`config.mk`:
```
export PLATFORM = sky130hd
export DESIGN_NAME = multi_pulse_gen
export DESIGN_NICKNAME = d
export VERILOG_FILES = /design/src/rtl/multi_pulse_gen_pkg.sv /design/src/rtl/pulse_trig_sync.sv /design/src/rtl/multi_pulse_gen.sv
export SDC_FILE = /design/constraint.sdc
export NUM_CORES = 1
export LEC_CHECK = 0
export BUFFER_PORTS_ARGS = -buffer_cell sky130_fd_sc_hd__buf_2
export CAP_MARGIN = 25
export CORE_MARGIN = 10
export CORE_UTILIZATION = 30
export CTS_CLUSTER_DIAMETER = 30
export CTS_CLUSTER_SIZE = 24
export DETAILED_ROUTE_END_ITERATION = 8
export MAX_ROUTING_LAYER = met4
export SYNTH_ARGS = -nofsm -noshare
export SYNTH_HDL_FRONTEND = slang
export SYNTH_SLANG_ARGS = --single-unit
```
`constraint.sdc`:
```
create_clock -name clk -period 2.75 [get_ports clk]
set_clock_uncertainty 0.2 [all_clocks]
set_input_delay 0.1375 -clock clk [delete_from_list [all_inputs] [get_ports clk]]
set_output_delay 0.1375 -clock clk [all_outputs]
set_load 0.03 [all_outputs]
```
`src/rtl/multi_pulse_gen_pkg.sv`:
```
// Shared types and helpers for the multi-pulse GPIO burst generator.
package multi_pulse_gen_pkg;

  typedef enum logic {
    IDLE = 1'b0,
    RUN  = 1'b1
  } state_e;

  localparam int unsigned SYNC_STAGES = 2;

  // LSB position of pulse idx within a packed start/end timing bus.
  function automatic int unsigned slice_lo(input int unsigned idx, input int unsigned width);
    return idx * width;
  endfunction

endpackage

```
`src/rtl/pulse_trig_sync.sv`:
```
// Trigger synchroniser and single-edge detector; the event strobe is registered,
// so it appears three clk edges after the trig_in edge.
module pulse_trig_sync
  import multi_pulse_gen_pkg::*;
#(
  parameter bit TRIG_EDGE = 1'b0
) (
  input  logic clk,
  input  logic rst_n,
  input  logic trig_in,
  output logic trig_evt
);

  logic [SYNC_STAGES-1:0] sync_q;
  logic                   last_q;
  logic                   evt_q;
  logic                   edge_det;

  assign edge_det = TRIG_EDGE ? ( sync_q[SYNC_STAGES-1] & ~last_q)
                              : (~sync_q[SYNC_STAGES-1] &  last_q);

  always_ff @(posedge clk or negedge rst_n) begin
    if (!rst_n) begin
      sync_q <= '0;
      last_q <= 1'b0;
      evt_q  <= 1'b0;
    end else begin
      sync_q <= {sync_q[SYNC_STAGES-2:0], trig_in};
      last_q <= sync_q[SYNC_STAGES-1];
      evt_q  <= edge_det;
    end
  end

  assign trig_evt = evt_q;

endmodule

```
`src/rtl/multi_pulse_gen.sv`:
```
// Burst generator: one trigger edge produces NUM_PULSES masked GPIO pulses.
// Optional repeat mode is enabled with `define MULTI_PULSE_GEN_REPEAT_EN.
module multi_pulse_gen
  import multi_pulse_gen_pkg::*;
#(
  parameter int unsigned CNT_W      = 32,
  parameter int unsigned NUM_PULSES = 2,
  parameter int unsigned GPIO_W     = 6,
  parameter bit          TRIG_EDGE  = 1'b0
) (
  input  logic                        clk,
  input  logic                        rst_n,
  input  logic                        trig_in,
  input  logic [NUM_PULSES*CNT_W-1:0] start_time,
  input  logic [NUM_PULSES*CNT_W-1:0] end_time,
  input  logic [GPIO_W-1:0]           gpio_mask,
  output logic [GPIO_W-1:0]           gpio,
  output logic                        busy,
  output logic                        done,
  output logic                        cfg_err
`ifdef MULTI_PULSE_GEN_REPEAT_EN
  ,
  input  logic [CNT_W-1:0]            period,
  input  logic [7:0]                  repeat_n
`endif
);

  localparam int unsigned LAST_LO = slice_lo(NUM_PULSES - 1, CNT_W);

  state_e                      state_q, state_d;
  logic [CNT_W-1:0]            cnt_q, cnt_d;
  logic [NUM_PULSES*CNT_W-1:0] start_q, start_d;
  logic [NUM_PULSES*CNT_W-1:0] end_q, end_d;
  logic [GPIO_W-1:0]           mask_q, mask_d;
  logic [GPIO_W-1:0]           gpio_q, gpio_d;
  logic                        done_q, done_d;
  logic                        cfg_err_q, cfg_err_d;
`ifdef MULTI_PULSE_GEN_REPEAT_EN
  logic [CNT_W-1:0]            period_q, period_d;
  logic [7:0]                  rep_n_q, rep_n_d;
  logic [7:0]                  rep_q, rep_d;
`endif

  logic                        trig_evt;
  logic [NUM_PULSES-1:0]       ok_order;
  logic [NUM_PULSES-1:0]       ok_link;
  logic [NUM_PULSES-1:0]       hit_start;
  logic [NUM_PULSES-1:0]       hit_end;
  logic                        timing_ok;
  logic [CNT_W-1:0]            end_last;

  pulse_trig_sync #(
    .TRIG_EDGE(TRIG_EDGE)
  ) u_trig_sync (
    .clk     (clk),
    .rst_n   (rst_n),
    .trig_in (trig_in),
    .trig_evt(trig_evt)
  );

  // Validation looks at the live inputs; the comparators look at the latched copy.
  for (genvar gi = 0; gi < NUM_PULSES; gi++) begin : g_pulse
    localparam int unsigned LO = slice_lo(gi, CNT_W);

    assign ok_order[gi]  = start_time[LO +: CNT_W] < end_time[LO +: CNT_W];
    assign hit_start[gi] = cnt_q == start_q[LO +: CNT_W];
    assign hit_end[gi]   = cnt_q == end_q[LO +: CNT_W];

    if (gi < NUM_PULSES - 1) begin : g_link
      assign ok_link[gi] = end_time[LO +: CNT_W] <= start_time[LO + CNT_W +: CNT_W];
    end else begin : g_last
      assign ok_link[gi] = 1'b1;
    end
  end

`ifdef MULTI_PULSE_GEN_REPEAT_EN
  assign timing_ok = (&ok_order) & (&ok_link) & (end_time[LAST_LO +: CNT_W] < period);
`else
  assign timing_ok = (&ok_order) & (&ok_link);
`endif

  assign end_last = end_q[LAST_LO +: CNT_W];

  always_comb begin
    state_d   = state_q;
    cnt_d     = cnt_q;
    start_d   = start_q;
    end_d     = end_q;
    mask_d    = mask_q;
    gpio_d    = gpio_q;
    done_d    = 1'b0;
    cfg_err_d = cfg_err_q;
`ifdef MULTI_PULSE_GEN_REPEAT_EN
    period_d  = period_q;
    rep_n_d   = rep_n_q;
    rep_d     = rep_q;
`endif

    unique case (state_q)
      IDLE: begin
        // The done cycle also blocks a trigger so a burst never chains into the next.
        if (trig_evt && !done_q) begin
          if (timing_ok) begin
            start_d   = start_time;
            end_d     = end_time;
            mask_d    = gpio_mask;
`ifdef MULTI_PULSE_GEN_REPEAT_EN
            period_d  = period;
            rep_n_d   = repeat_n;
            rep_d     = 8'd0;
`endif
            cnt_d     = '0;
            cfg_err_d = 1'b0;
            state_d   = RUN;
          end else begin
            cfg_err_d = 1'b1;
          end
        end
      end

      RUN: begin
        cnt_d = cnt_q + 1'b1;
        // Rise wins over fall so abutting pulses merge into one continuous high.
        if (|hit_start) begin
          gpio_d = mask_q;
        end else if (|hit_end) begin
          gpio_d = '0;
        end

`ifdef MULTI_PULSE_GEN_REPEAT_EN
        if (cnt_q == period_q - 1'b1) begin
          cnt_d = '0;
          rep_d = rep_q + 8'd1;
        end
        if ((cnt_q == end_last) && (rep_q == rep_n_q)) begin
          gpio_d  = '0;
          done_d  = 1'b1;
          state_d = IDLE;
        end
`else
        if (cnt_q == end_last) begin
          gpio_d  = '0;
          done_d  = 1'b1;
          state_d = IDLE;
        end
`endif
      end

      default: begin
        state_d = IDLE;
        gpio_d  = '0;
      end
    endcase
  end

  always_ff @(posedge clk or negedge rst_n) begin
    if (!rst_n) begin
      state_q   <= IDLE;
      cnt_q     <= '0;
      start_q   <= '0;
      end_q     <= '0;
      mask_q    <= '0;
      gpio_q    <= '0;
      done_q    <= 1'b0;
      cfg_err_q <= 1'b0;
`ifdef MULTI_PULSE_GEN_REPEAT_EN
      period_q  <= '0;
      rep_n_q   <= '0;
      rep_q     <= '0;
`endif
    end else begin
      state_q   <= state_d;
      cnt_q     <= cnt_d;
      start_q   <= start_d;
      end_q     <= end_d;
      mask_q    <= mask_d;
      gpio_q    <= gpio_d;
      done_q    <= done_d;
      cfg_err_q <= cfg_err_d;
`ifdef MULTI_PULSE_GEN_REPEAT_EN
      period_q  <= period_d;
      rep_n_q   <= rep_n_d;
      rep_q     <= rep_d;
`endif
    end
  end

  assign gpio    = gpio_q;
  assign busy    = (state_q == RUN);
  assign done    = done_q;
  assign cfg_err = cfg_err_q;

endmodule

```
==> impl_metrics.yaml <==
floorplan:
  initial_utilization: 0.302
  die_area_mm2: 0.0448
  die_w_um: 212
  die_height_um: 212
  io_pins: 146
  row_count: 70
  coreArea_mm2: 0.0364
yosys:
  synth_edf_count: 0
  netlist_area_mm2: 0.0110
  synthesis.nets: 1291
  synth-seq-cells: 179
  syn_inst: 1059
  async_flop_share: 1.00
  ys.warnings.count: 0
  ys_types: 51
  synthFlopType: "dfrtp_1"
  syn-mean-instance-area_um2: 10.4
  seq_area_frac_synth: 0.407
cts:
  cts.clk_slew.worst_paths_ns: 0.07
  clock_latency_ns: 0.43
  htree_levels: 4
  root_buffer: "clkbuf_16"
  cts_tree: "yes"
  cts.sinks: 179
  clk_path_buf_depth: 2
  cts-buffers-inserted: 17
detailed_routing:
  routed_wl_um: 38500
  drt-vias-per-instance: 4.88
  wl_per_cell_um: 19.5
  drtIter0Drc: 674
  drcViolationCount: 0
  drtAntennaViolNets: 0
  vias: 9654
  firstDrtPassIters: 5
finish:
  fin_nets: 1726
  syn_to_final_growth_pct: 43.6
  final_cell_mix: "dfrtp_1 (178), buf_4 (167), buf_2 (143), dlygate4sd3_1 (136), xor2_1 (129)"
  drive_gt1_frac: 0.305
  register_area_mm2: 0.00448
  multi_input_area_mm2: 0.00592
  layout_commonest_cell: "dfrtp_1"
  nFillCells: 3522
  design_area_mm2: 0.0158
power_and_ir_drop:
  ir_worst_vdd_mv: 0.471
  p_leak_uw: 0.00815
  clkPwrFrac: 0.246
  p_per_area_mw_per_mm2: 661
  p_int_uw: 6810
  swShare: 0.349
  p_comb_frac: 0.322
  p_switching_uw: 3650
  p_seq_frac: 0.432
global_routing:
  grt_pass1_wl_um: 57700
  grt.total_usage: 0.173
  antenna_found_initial: 3
  grt-ovfl-total: 0
  grt_pass1_vias: 10000
  grt_max_degree: 67
setup_path:
  cp-end-kind: "flip-flop"
  worstReg2RegStart: "done"
  timing.rr.end: "end_q[54]"
  path_class: "in -> reg"
  cp_max_fo: 9
  crit_required_ns: 2.86
  critPathLaunchType: "input port"
  worstPathArrival_ns: 2.76
  rrSetupSlack_ns: 0.13
  reg2reg_depth: 10
timing:
  min_period_ns: 2.66
  min_period_over_period: 0.966
  worst_pin_slew_ns: 0.724
  slew_violations: 0
  worst_slew_margin_rel: 0.514
  hold_slack_ns: 0.0576
  fmax_mhz: 377
  setup_ws_ns: 0.0946
  hold_viol: 0
  setup_viol_count_final: 0
place:
  dp_slack_ns: -0.462
  placed_area_mm2: 0.0135
  dp_hpwl_um: 30000
  gp_congestion: 0.948
  portBuffers: 145
flow_run:
  max-cap-violations: 0
status:
  status: "finished clean"
worst_hold_path:
  hp-class: "in -> async"
[per-stage QoR]
stage | power [uW] | setup TNS [ns] | cells | utilization
after floorplan | 6110 | 0 | 1059 | -
after global placement | 7580 | -53.38 | 1797 | 0.370
after detailed placement | 7680 | -58.31 | 1797 | 0.370
after CTS | 10400 | 0 | 1964 | 0.425
after global routing | 11000 | -0.0249 | 1977 | 0.434
final | 10500 | 0 | 1977 | 0.434
[worst max-delay path, stage by stage]
cell	delay (ns)
buf_2	0.10
inv_1	0.04
ha_1	0.29
nand4_1	0.28
nor4_2	0.41
buf_4	0.18
nor3b_2	0.19
a211o_1	0.26
nor3_4	0.07
buf_6	0.15
buf_8	0.15
clkbuf_16	0.17
mux2_1	0.31
[metal layers]
layer | global-route usage | part of all wire
met1 | 0.220 | 0.45
met2 | 0.280 | 0.48
met3 | 0.0288 | 0.053
met4 | 0.0451 | 0.018
met5 | - | 0
[flip-flops by register name, indices dropped and copies added, names as in the netlist]
signal	flops
end_q	64
cfg_err	1
u_trig_sync.trig_evt	1
mask_q	6
start_q	64
cnt_q	32
done	1
busy	1
gpio	6
u_trig_sync.last_q	1
u_trig_sync.sync_q	2
[worst max-delay path by stage]
stage	from	end	slack (ns)	cells past startpoint
floorplan	end_time[61]	end_q[10]	0.007	11
global placement	end_time[21]	start_q[17]	-0.41	11
detailed placement	end_time[21]	start_q[21]	-0.46	11
CTS	end_time[0]	start_q[46]	0.01	14
global route	end_time[57]	end_q[57]	-0.01	13
finish	end_time[57]	end_q[54]	0.09	13
[timing repair]
item                       4_1_cts  5_1_grt
gates cloned                     0        9
setup endpoints to repair       36      158
hold endpoints to repair       215        0
resized for setup                2       26
setup buffers                    0        2
hold buffers                   136        0
pin swaps                        1        7
[synth_stat cells (3+ instances only)]
library cell,n,area [um^2]
nand2_1,55,206
a211oi_1,3,22.5
inv_1,116,435
xor2_1,129,1130
nor4_1,38,238
and3_1,7,43.8
or2_2,6,37.5
nand4_1,31,194
o31ai_1,11,82.6
a21oi_1,36,180
mux2_1,60,676
nand3_1,24,120
nor2_1,18,67.6
clkbuf_1,33,124
o221ai_1,6,52.6
mux2_2,75,845
a31oi_1,3,18.8
buf_2,13,65.1
nor2b_1,5,31.3
dfrtp_1,179,4480
buf_6,6,67.6
o211ai_1,3,22.5
a21o_1,11,82.6
nor3_1,8,40.0
ha_1,95,1190
o21ai_0,40,200
or3_1,12,75.1
a221o_1,3,30.0
[final cells by class]
cell class / count / area share
multi-input combinational: 710 / 0.374
timing repair buffer: 469 / 0.239
antenna: 3 / 0.000475
clock inverter: 11 / 0.00958
clock buffer: 20 / 0.0289
sequential: 179 / 0.283
tap: 468 / 0.0370
inverter: 117 / 0.0278
[power by group through the flow]
stage	clock, uW	combinational [uW]	sequential (uW)
2_1_floorplan	0	1960	4150
3_3_place_gp	0	3070	4510
3_5_place_dp	0	3130	4550
4_1_cts	2600	3310	4510
5_1_grt	2720	3630	4620
6_report	2570	3370	4520
[cells by family after synthesis]
kind of cell / share of synthesized area
compound gates: 0.0749
xor+xnor: 0.103
fa+ha+maj: 0.108
buf+inv: 0.0639
flops: 0.407
mux: 0.140
simple gates: 0.104
No activity file was read; power rests on OpenSTA's default activity.
